### src/rtl/ofmap_bank_writer.sv
// Write side of the column-banked feature-map RAM array.
// Scatters ROWS-lane beats into per-column banks, one map row per address.
module ofmap_bank_writer #(
  parameter int DW       = 8,
  parameter int ROWS     = 8,
  parameter int RAM_NUM  = 32,
  parameter int RAM_SIZE = 32,
  parameter int ADDR_W   = 9
) (
  input  logic                   clk,
  input  logic                   rst,
  input  logic                   start,
  input  logic [5:0]             out_w,
  input  logic [5:0]             out_h,
  input  logic [ADDR_W-1:0]      image_base,
  input  logic                   in_valid,
  output logic                   in_ready,
  input  logic [DW*ROWS-1:0]     in_data,
  output logic [RAM_NUM-1:0]     wr_en,
  output logic [ADDR_W-1:0]      wr_addr,
  output logic [DW*RAM_NUM-1:0]  wr_data,
  output logic                   busy,
  output logic                   done,
  output logic                   cfg_err
);

  localparam int LW = (ROWS > 1) ? $clog2(ROWS) : 1;
  localparam logic [6:0] RW   = 7'(ROWS);
  localparam logic [6:0] WMAX = 7'(RAM_NUM);
  localparam logic [6:0] HMAX = 7'(RAM_SIZE);

  typedef enum logic {
    IDLE,
    RUN
  } state_t;

  state_t                  state_q, state_d;
  logic [6:0]              x_q, x_d;
  logic [6:0]              y_q, y_d;
  logic [6:0]              w_q, w_d;
  logic [6:0]              h_q, h_d;
  logic [ADDR_W-1:0]       base_q, base_d;
  logic [RAM_NUM-1:0]      en_q, en_d;
  logic [ADDR_W-1:0]       addr_q, addr_d;
  logic [DW*RAM_NUM-1:0]   data_q, data_d;
  logic                    done_q, done_d;
  logic                    err_q, err_d;

  logic                    accept;
  logic                    cfg_ok;
  logic                    last_col;
  logic                    last_row;
  logic [DW-1:0]           lane [ROWS];
  logic [6:0]              bi;
  logic [6:0]              off;

  // Unpack the input beat into per-lane pixels.
  always_comb begin
    for (int j = 0; j < ROWS; j++) begin
      lane[j] = in_data[DW*j +: DW];
    end
  end

  assign in_ready = (state_q == RUN);
  assign busy     = (state_q == RUN);
  assign accept   = (state_q == RUN) & in_valid;

  assign cfg_ok = (out_w != 6'd0) && ({1'b0, out_w} <= WMAX) &&
                  (out_h != 6'd0) && ({1'b0, out_h} <= HMAX);

  assign last_col = (x_q + RW) >= w_q;
  assign last_row = (y_q == (h_q - 7'd1));

  // Next-state logic: map walk, config latch and the write-port image.
  always_comb begin
    state_d = state_q;
    x_d     = x_q;
    y_d     = y_q;
    w_d     = w_q;
    h_d     = h_q;
    base_d  = base_q;
    en_d    = '0;
    addr_d  = addr_q;
    data_d  = data_q;
    done_d  = 1'b0;
    err_d   = 1'b0;
    bi      = '0;
    off     = '0;
    unique case (state_q)
      IDLE: begin
        if (start) begin
          if (cfg_ok) begin
            w_d     = {1'b0, out_w};
            h_d     = {1'b0, out_h};
            base_d  = image_base;
            x_d     = '0;
            y_d     = '0;
            state_d = RUN;
          end else begin
            err_d = 1'b1;
          end
        end
      end
      RUN: begin
        if (accept) begin
          data_d = '0;
          addr_d = base_q + ADDR_W'(y_q);
          for (int b = 0; b < RAM_NUM; b++) begin
            bi  = 7'(b);
            off = bi - x_q;
            if (bi >= x_q && bi < (x_q + RW) && bi < w_q) begin
              en_d[b]           = 1'b1;
              data_d[DW*b +: DW] = lane[LW'(off)];
            end
          end
          if (last_col) begin
            x_d = '0;
            y_d = y_q + 7'd1;
            if (last_row) begin
              state_d = IDLE;
              done_d  = 1'b1;
            end
          end else begin
            x_d = x_q + RW;
          end
        end
      end
      default: state_d = IDLE;
    endcase
  end

  // State and registered write-port outputs.
  always_ff @(posedge clk or posedge rst) begin
    if (rst) begin
      state_q <= IDLE;
      x_q     <= '0;
      y_q     <= '0;
      w_q     <= '0;
      h_q     <= '0;
      base_q  <= '0;
      en_q    <= '0;
      addr_q  <= '0;
      data_q  <= '0;
      done_q  <= 1'b0;
      err_q   <= 1'b0;
    end else begin
      state_q <= state_d;
      x_q     <= x_d;
      y_q     <= y_d;
      w_q     <= w_d;
      h_q     <= h_d;
      base_q  <= base_d;
      en_q    <= en_d;
      addr_q  <= addr_d;
      data_q  <= data_d;
      done_q  <= done_d;
      err_q   <= err_d;
    end
  end

  assign wr_en   = en_q;
  assign wr_addr = addr_q;
  assign wr_data = data_q;
  assign done    = done_q;
  assign cfg_err = err_q;

endmodule

### config.mk
export PLATFORM = sky130hd
export DESIGN_NAME = ofmap_bank_writer
export DESIGN_NICKNAME = d
export VERILOG_FILES = /design/src/rtl/ofmap_bank_writer.sv
export SDC_FILE = /design/constraint.sdc
export NUM_CORES = 1
export LEC_CHECK = 0
export BUFFER_PORTS_ARGS = -buffer_cell sky130_fd_sc_hd__clkbuf_2
export CAP_MARGIN = 5
export CORE_MARGIN = 5
export CORE_UTILIZATION = 45
export CTS_CLUSTER_SIZE = 14
export DETAILED_ROUTE_END_ITERATION = 16
export PLACE_DENSITY = 0.71
export SLEW_MARGIN = 10
export SYNTH_ARGS = -nofsm -noshare
export SYNTH_HDL_FRONTEND = slang
export SYNTH_SLANG_ARGS = --single-unit
### constraint.sdc
create_clock -name clk -period 15.5 [get_ports clk]
set_input_delay 3.875 -clock clk [delete_from_list [all_inputs] [get_ports clk]]
set_output_delay 3.875 -clock clk [all_outputs]
set_load 0.05 [all_outputs]
==> reports/metrics.csv, run 1 <==
metric,value,unit
final hold violations,0,
final period utilization,35.3,%
Site Rows,61,
Net Sw Frac,48.8,%
Final setup viols,0,
nets,1430,
DR vias,9854,
CP bufs+invs,2,
Post-CTS Hold Buffers,0,
number of fill cells,2323,
first-pass GRT wire length,57100,um
Core ar.,27900,um^2
internal cell power,0.00226,W
starting density of the core,45.7,%
Gate Count Post-Synth,939,
"Primary FF master, synth",dfrtp_1,
Area Growth Syn to Fin,28.1,%
Placed Cells,1662,
Buffers on Ports,389,
pre-CTS WS,9530,ps
Final Critical Period,5470,ps
worst-skew pair later-pin latency,510,ps
Seq pwr share,31.9,%
max_cap viols,0,
Setup CP Type,in -> reg,
crit path from,out_h[0],
TritonCTS clock tree,built,
CP startpoint kind,input port,
worst r2r src,x_q[4],
Yosys cell types,66,
worst stage delay on the critical path,520,ps
Pwr Density,270,nW/um^2
Slew @ Worst Pin,1170,ps
CP max-delay cell,or4_1,
DR iter-0 viols,739,
VDD IR-drop max,0.130,mV
Routed met3 length,3030,um
Clock Skews,13.6,ps
clock buffer depth,3,
Syn Area/Cell,13.6,um^2
Die X-Extent,178,um
share of cells above drive strength 1,36.7,%
final setup margin,10030,ps
"commonest non-fill, non-tap cell in the layout",clkbuf_2,
"Data required, critical path",15880,ps
PostCTS Resize Cnt,0,
Synth Warn #,0,
n_diodes,0,
combinational share of power,47.3,%
met2 wire length,18900,um
sequential element share of the synthesized area,65.1,%
Hold WC Path Type,reg -> reg,
Die Area,31800,um^2
Arrival @ worst endpoint,5850,ps
Tot GR Track Use,22.8,%
Top delay family on crit path,simple AND/OR/NAND/NOR gates,
number of global-route vias before repair,9714,
syn nets,1047,
Post-DP HPWL,26800,um
RePlAce Congestion,0.817,
ANT nets after route,0,
DIE HEIGHT,178,um
hold_sp,wr_addr[4],
fmax,183,MHz
TritonCTS Sinks,332,
wl on met1,14900,um
Root Driver,clkbuf_16,
DRT Pass-1 Iters,5,
ys async rst share,100,%
critical path endpoint category,register,
Setup Buffers After CTS,0,
Crit Path Max Fanout,35,
Seq cells post-synth,332,
GRT overflow,0,
Post-synth EDFFs,0,
RSZ-0062 raised after global routing,no,
post-synth design cell area,12800,um^2
I/O pins,390,
total CTS buffers,36,
most frequent cells in the layout,"clkbuf_2, dfrtp_1, a22o_1",
clock share of power,20.8,%
crit-path cells,clkbuf_2 -> or4_1 -> o21ai_0 -> and4_1 -> buf_4 -> o21bai_1 -> mux2_2,
Overall Power,0.00442,W
leakage,8.53,nW
initial antenna violation count,0,
"Cell Count, Final, Fillers Out",1726,
NetSw,0.00216,W
status,completed,
Total Neg Setup Slack,0,ps
Max Slew Vio Count,0,
vias per cell,5.71,
H-tree levels,2,
Worst-path clk slew,60,ps
"Core Util, Final",58.5,%
drt drc,0,
DR WL/cell,22.0,um
largest net degree at the start of global routing,195,
Max-slew headroom,22.3,%
Highest Signal Layer,met4,
final wirelength,38000,um
==> power groups by stage <==
| stage | clock network (W) | registers (W) | logic (W) |
|---|---|---|---|
| global route | 0.000976 | 0.00145 | 0.00219 |
| global placement | 0 | 0.00141 | 0.00207 |
| detailed placement | 0 | 0.00142 | 0.00209 |
| finish | 0.000920 | 0.00141 | 0.00209 |
| CTS | 0.000937 | 0.00141 | 0.00210 |
| floorplan | 0 | 0.00237 | 0.000578 |
==> area by class of cell <==
cell class                 count  area (um^2)  area share (%)
timing repair buffer         397         2020            12.4
inverter                      22         90.1           0.551
clock buffer                  44          961            5.88
multi-input combinational    533         4180            25.5
clock inverter                20          324            1.98
tap                          378          473            2.89
sequential                   332         8310            50.8
==> synthesized netlist by cell type (all sizes together) (7+ instances only) <==
library cell	n	area, um^2
a21oi	28	178
a22o	258	2260
buf	9	47.6
clkbuf	43	161
dfrtp	332	8310
ha	18	225
inv	22	82.6
mux2	13	146
nand2	36	135
nand3	7	35.0
nor2	27	101
nor3	17	95.1
o211ai	7	52.6
o21ai	32	160
xnor2	7	61.3
xor2	10	87.6
==> path summary, 6_finish.rpt <==
kind | end | slack (ps) | cells past startpoint
worst min-delay path | wr_addr[4] | 500 | 2
worst max-delay path | y_q[0] | 10030 | 7
max in group asynchronous | wr_data[97] | 10360 | 3
worst max register to register | busy | 12600 | 8
worst min register to register | wr_addr[4] | 500 | 2
min in group asynchronous | wr_data[205] | 3570 | 2
==> flip-flops by register name (all words and copies together) (netlist names) <==
| register | count |
|---|---|
| wr_data | 256 |
| wr_en | 32 |
| base_q | 9 |
| wr_addr | 9 |
| y_q | 7 |
| h_q | 6 |
| w_q | 6 |
| x_q | 4 |
| busy | 1 |
| cfg_err | 1 |
| done | 1 |
==> stage by stage <==
step                      instance area, um^2  hold slack, ps
after floorplan                         12800             485
after global placement                  15100             469
after detailed placement                15100             471
after CTS                               16400             494
after global routing                    16400             512
final                                   16400             495
==> tightest hold or removal path, delay by kind of cell, from the launching register on <==
kind / cells / cell delay [ps]
AOI/OAI and AO/OA: 1 / 60
DFF: 1 / 350
and+or+nand+nor: 1 / 50
==> layer usage <==
layer,track usage (%),vias up
met5,0,-
met4,8.12,0
met3,4.73,72
met2,38.0,438
met1,29.6,4988
li1,-,4356
==> cell families (layout without fill, tap and decap cells) <==
| kind of cell | Yosys count | after routing | share of synthesized area, % |
|---|---|---|---|
| AOI/OAI and AO/OA | 356 | 356 | 23.0 |
| xor gates and xnor gates | 17 | 17 | 1.17 |
| adders and majority gates | 19 | 19 | 1.92 |
| buffers and inverters | 74 | 483 | 2.28 |
| DFF | 332 | 332 | 65.1 |
| muxes | 15 | 15 | 1.30 |
| and+or+nand+nor | 126 | 126 | 5.27 |
Power figures use the tool's default switching activity.
==> inputs of run 2 (changes only) <==
- PLACE_DENSITY: 0.71 -> 0.74
- clock period: 15.5 -> 4.83 ns (I/O delays scaled with it)
==> run 2 against run 1 <==
Net effect:
- first-iteration DRC count decreased by 3.8%
- final area decreased by 0.77%
- worst hold slack got worse by 16 ps
- register-to-register slack got worse by 11000 ps
- largest cell class unchanged
==> reports/metrics.csv, run 2 (same netlist as run 1, synthesis figures left out) <==
metric,value,unit,change
TritonCTS clock tree,built,,unchanged
share of cells above drive strength 1,36.6,%,was 36.7%
DRT Pass-1 Iters,5,,unchanged
wl on met1,15600,um,was 14900 um
GRT overflow,0,,unchanged
Net Sw Frac,49.9,%,was 48.8%
Buffers on Ports,389,,unchanged
Worst-path clk slew,60,ps,about the same
clock buffer depth,3,,unchanged
Root Driver,clkbuf_16,,unchanged
Post-DP HPWL,26700,um,was 26800 um
Final Critical Period,3070,ps,
Clock Skews,21.7,ps,was 13.6 ps
final wirelength,37400,um,was 38000 um
Post-CTS Hold Buffers,0,,unchanged
starting density of the core,45.7,%,unchanged
number of fill cells,2301,,was 2323
worst-skew pair later-pin latency,520,ps,was 510 ps
Die Area,31800,um^2,unchanged
clock share of power,18.9,%,was 20.8%
worst r2r src,x_q[3],,was x_q[4]
critical path endpoint category,register,,unchanged
Multi-input gate area,4180,um^2,unchanged
first-pass GRT wire length,57000,um,was 57100 um
Arrival @ worst endpoint,3450,ps,was 5850 ps
PostCTS Resize Cnt,0,,unchanged
Setup CP Type,in -> reg,,unchanged
combinational share of power,48.3,%,was 47.3%
worst stage delay on the critical path,700,ps,was 520 ps
Max-slew headroom,20.5,%,was 22.3%
Area Growth Syn to Fin,27.1,%,was 28.1%
"Data required, critical path",5210,ps,was 15880 ps
VDD IR-drop max,0.545,mV,was 0.130 mV
Overall Power,0.0138,W,was 0.00442 W
RSZ-0062 raised after global routing,no,,unchanged
final hold violations,0,,unchanged
Routed met3 length,2330,um,was 3030 um
Finished Cell Area,16200,um^2,was 16400 um^2
Pwr Density,853,nW/um^2,was 270 nW/um^2
max_cap viols,0,,unchanged
DR WL/cell,21.7,um,was 22.0 um
Tot GR Track Use,22.6,%,was 22.8%
DIE HEIGHT,178,um,unchanged
Die X-Extent,178,um,unchanged
vias per cell,5.72,,was 5.71
R2R Path End,busy,,unchanged
Final setup viols,0,,unchanged
initial antenna violation count,0,,unchanged
dpl cell area,15100,um^2,about the same
leakage,8.48,nW,was 8.53 nW
I/O pins,390,,unchanged
most frequent cells in the layout,"clkbuf_2, dfrtp_1, a22o_1",,unchanged
fmax,326,MHz,
number of global-route vias before repair,9765,,was 9714
CP startpoint kind,input port,,unchanged
crit-path cells,clkbuf_2 -> or4_1 -> o21ai_0 -> and4_1 -> buf_4 -> mux2_2,,was clkbuf_2 -> or4_1 -> o21ai_0 -> and4_1 -> buf_4 -> o21bai_1 -> mux2_2
total CTS buffers,36,,unchanged
Crit Path Max Fanout,22,,was 35
DR vias,9867,,was 9854
n_diodes,0,,unchanged
DR iter-0 viols,711,,was 739
Core ar.,27900,um^2,unchanged
Reg area,8310,um^2,unchanged
final period utilization,63.5,%,
TritonCTS Sinks,332,,unchanged
nets,1431,,was 1430
r2r worst-path depth,8,,unchanged
H-tree levels,2,,unchanged
Site Rows,61,,unchanged
Slew @ Worst Pin,1190,ps,was 1170 ps
largest net degree at the start of global routing,132,,was 195
NetSw,0.00691,W,was 0.00216 W
Worst Hold Path EP,wr_addr[0],,was wr_addr[4]
Placed Cells,1663,,was 1662
drt drc,0,,unchanged
status,completed,,unchanged
Largest register FFs,256,,unchanged
"Cell Count, Final, Fillers Out",1726,,unchanged
"commonest non-fill, non-tap cell in the layout",clkbuf_2,,unchanged
Top delay family on crit path,simple AND/OR/NAND/NOR gates,,unchanged
Max Slew Vio Count,0,,unchanged
hold_sp,wr_addr[0],,was wr_addr[4]
Setup Buffers After CTS,0,,unchanged
CP max-delay cell,and4_1,,was or4_1
met2 wire length,18300,um,was 18900 um
Hold WC Path Type,reg -> reg,,unchanged
RePlAce Congestion,0.821,,was 0.817
Seq pwr share,32.8,%,was 31.9%
R2R setup slack,1920,ps,was 12600 ps
hold path depth,2,,unchanged
Highest Signal Layer,met4,,unchanged
CP bufs+invs,2,,unchanged
ANT nets after route,0,,unchanged
internal cell power,0.00694,W,was 0.00226 W
## run 2: cell types whose count changed in the layout (fill, tap and decap cells not counted), sizes merged
| cell | change |
|---|---|
| buf | +1 |
| bufinv | -7 |
| clkbuf | +4 |
| clkinv | +2 |
## run 2: routing by layer
layer  global-route usage [%]  vias to the layer above
met5                        0                        -
met1                     30.4                     5047
met2                     37.6                      389
li1                         -                     4351
met4                     7.61                        0
met3                     3.62                       80
## run 2: worst max path at each step
stage / from / end / slack (ps) / cells past startpoint
final: out_h[0] / base_q[5] / 1760 / 6
after global routing: out_h[0] / base_q[5] / 1630 / 6
after CTS: out_h[0] / base_q[5] / 1780 / 6
after detailed placement: out_h[0] / h_q[3] / 1230 / 6
after global placement: out_h[0] / h_q[3] / 1270 / 6
after floorplan: rst / base_q[0] / -810 / 1
## run 2: worst min-delay path, stage by stage, from the launching register on
cell     delay (ps)
dfrtp_1         340
nand2_1          50
nand2_1          60
## run 2: area by class of cell
| class | instances | area share [%] |
|---|---|---|
| clock buffer | 48 | 6.20 |
| clock inverter | 15 | 0.771 |
| inverter | 22 | 0.532 |
| multi-input combinational | 533 | 25.7 |
| sequential | 332 | 51.2 |
| tap | 378 | 2.91 |
| timing repair buffer | 398 | 12.6 |
## run 2: power by group through the flow
| stage | Sequential [W] | Clock [W] | Combinational [W] |
|---|---|---|---|
| floorplan | 0.00760 | 0 | 0.00186 |
| global placement | 0.00454 | 0 | 0.00661 |
| detailed placement | 0.00457 | 0 | 0.00669 |
| CTS | 0.00453 | 0.00266 | 0.00672 |
| global route | 0.00466 | 0.00279 | 0.00701 |
| finish | 0.00454 | 0.00262 | 0.00669 |
## run 2: stage by stage
stage / TNS (ps) / util (%) / setup WS [ps] / hold slack, ps
2_1_floorplan: -269630 / - / -812 / 485
3_3_place_gp: 0 / 54.0 / 1270 / 463
3_5_place_dp: 0 / 54.0 / 1230 / 468
4_1_cts: 0 / 58.1 / 1780 / 482
5_1_grt: 0 / 58.1 / 1630 / 513
6_report: 0 / 58.1 / 1760 / 479
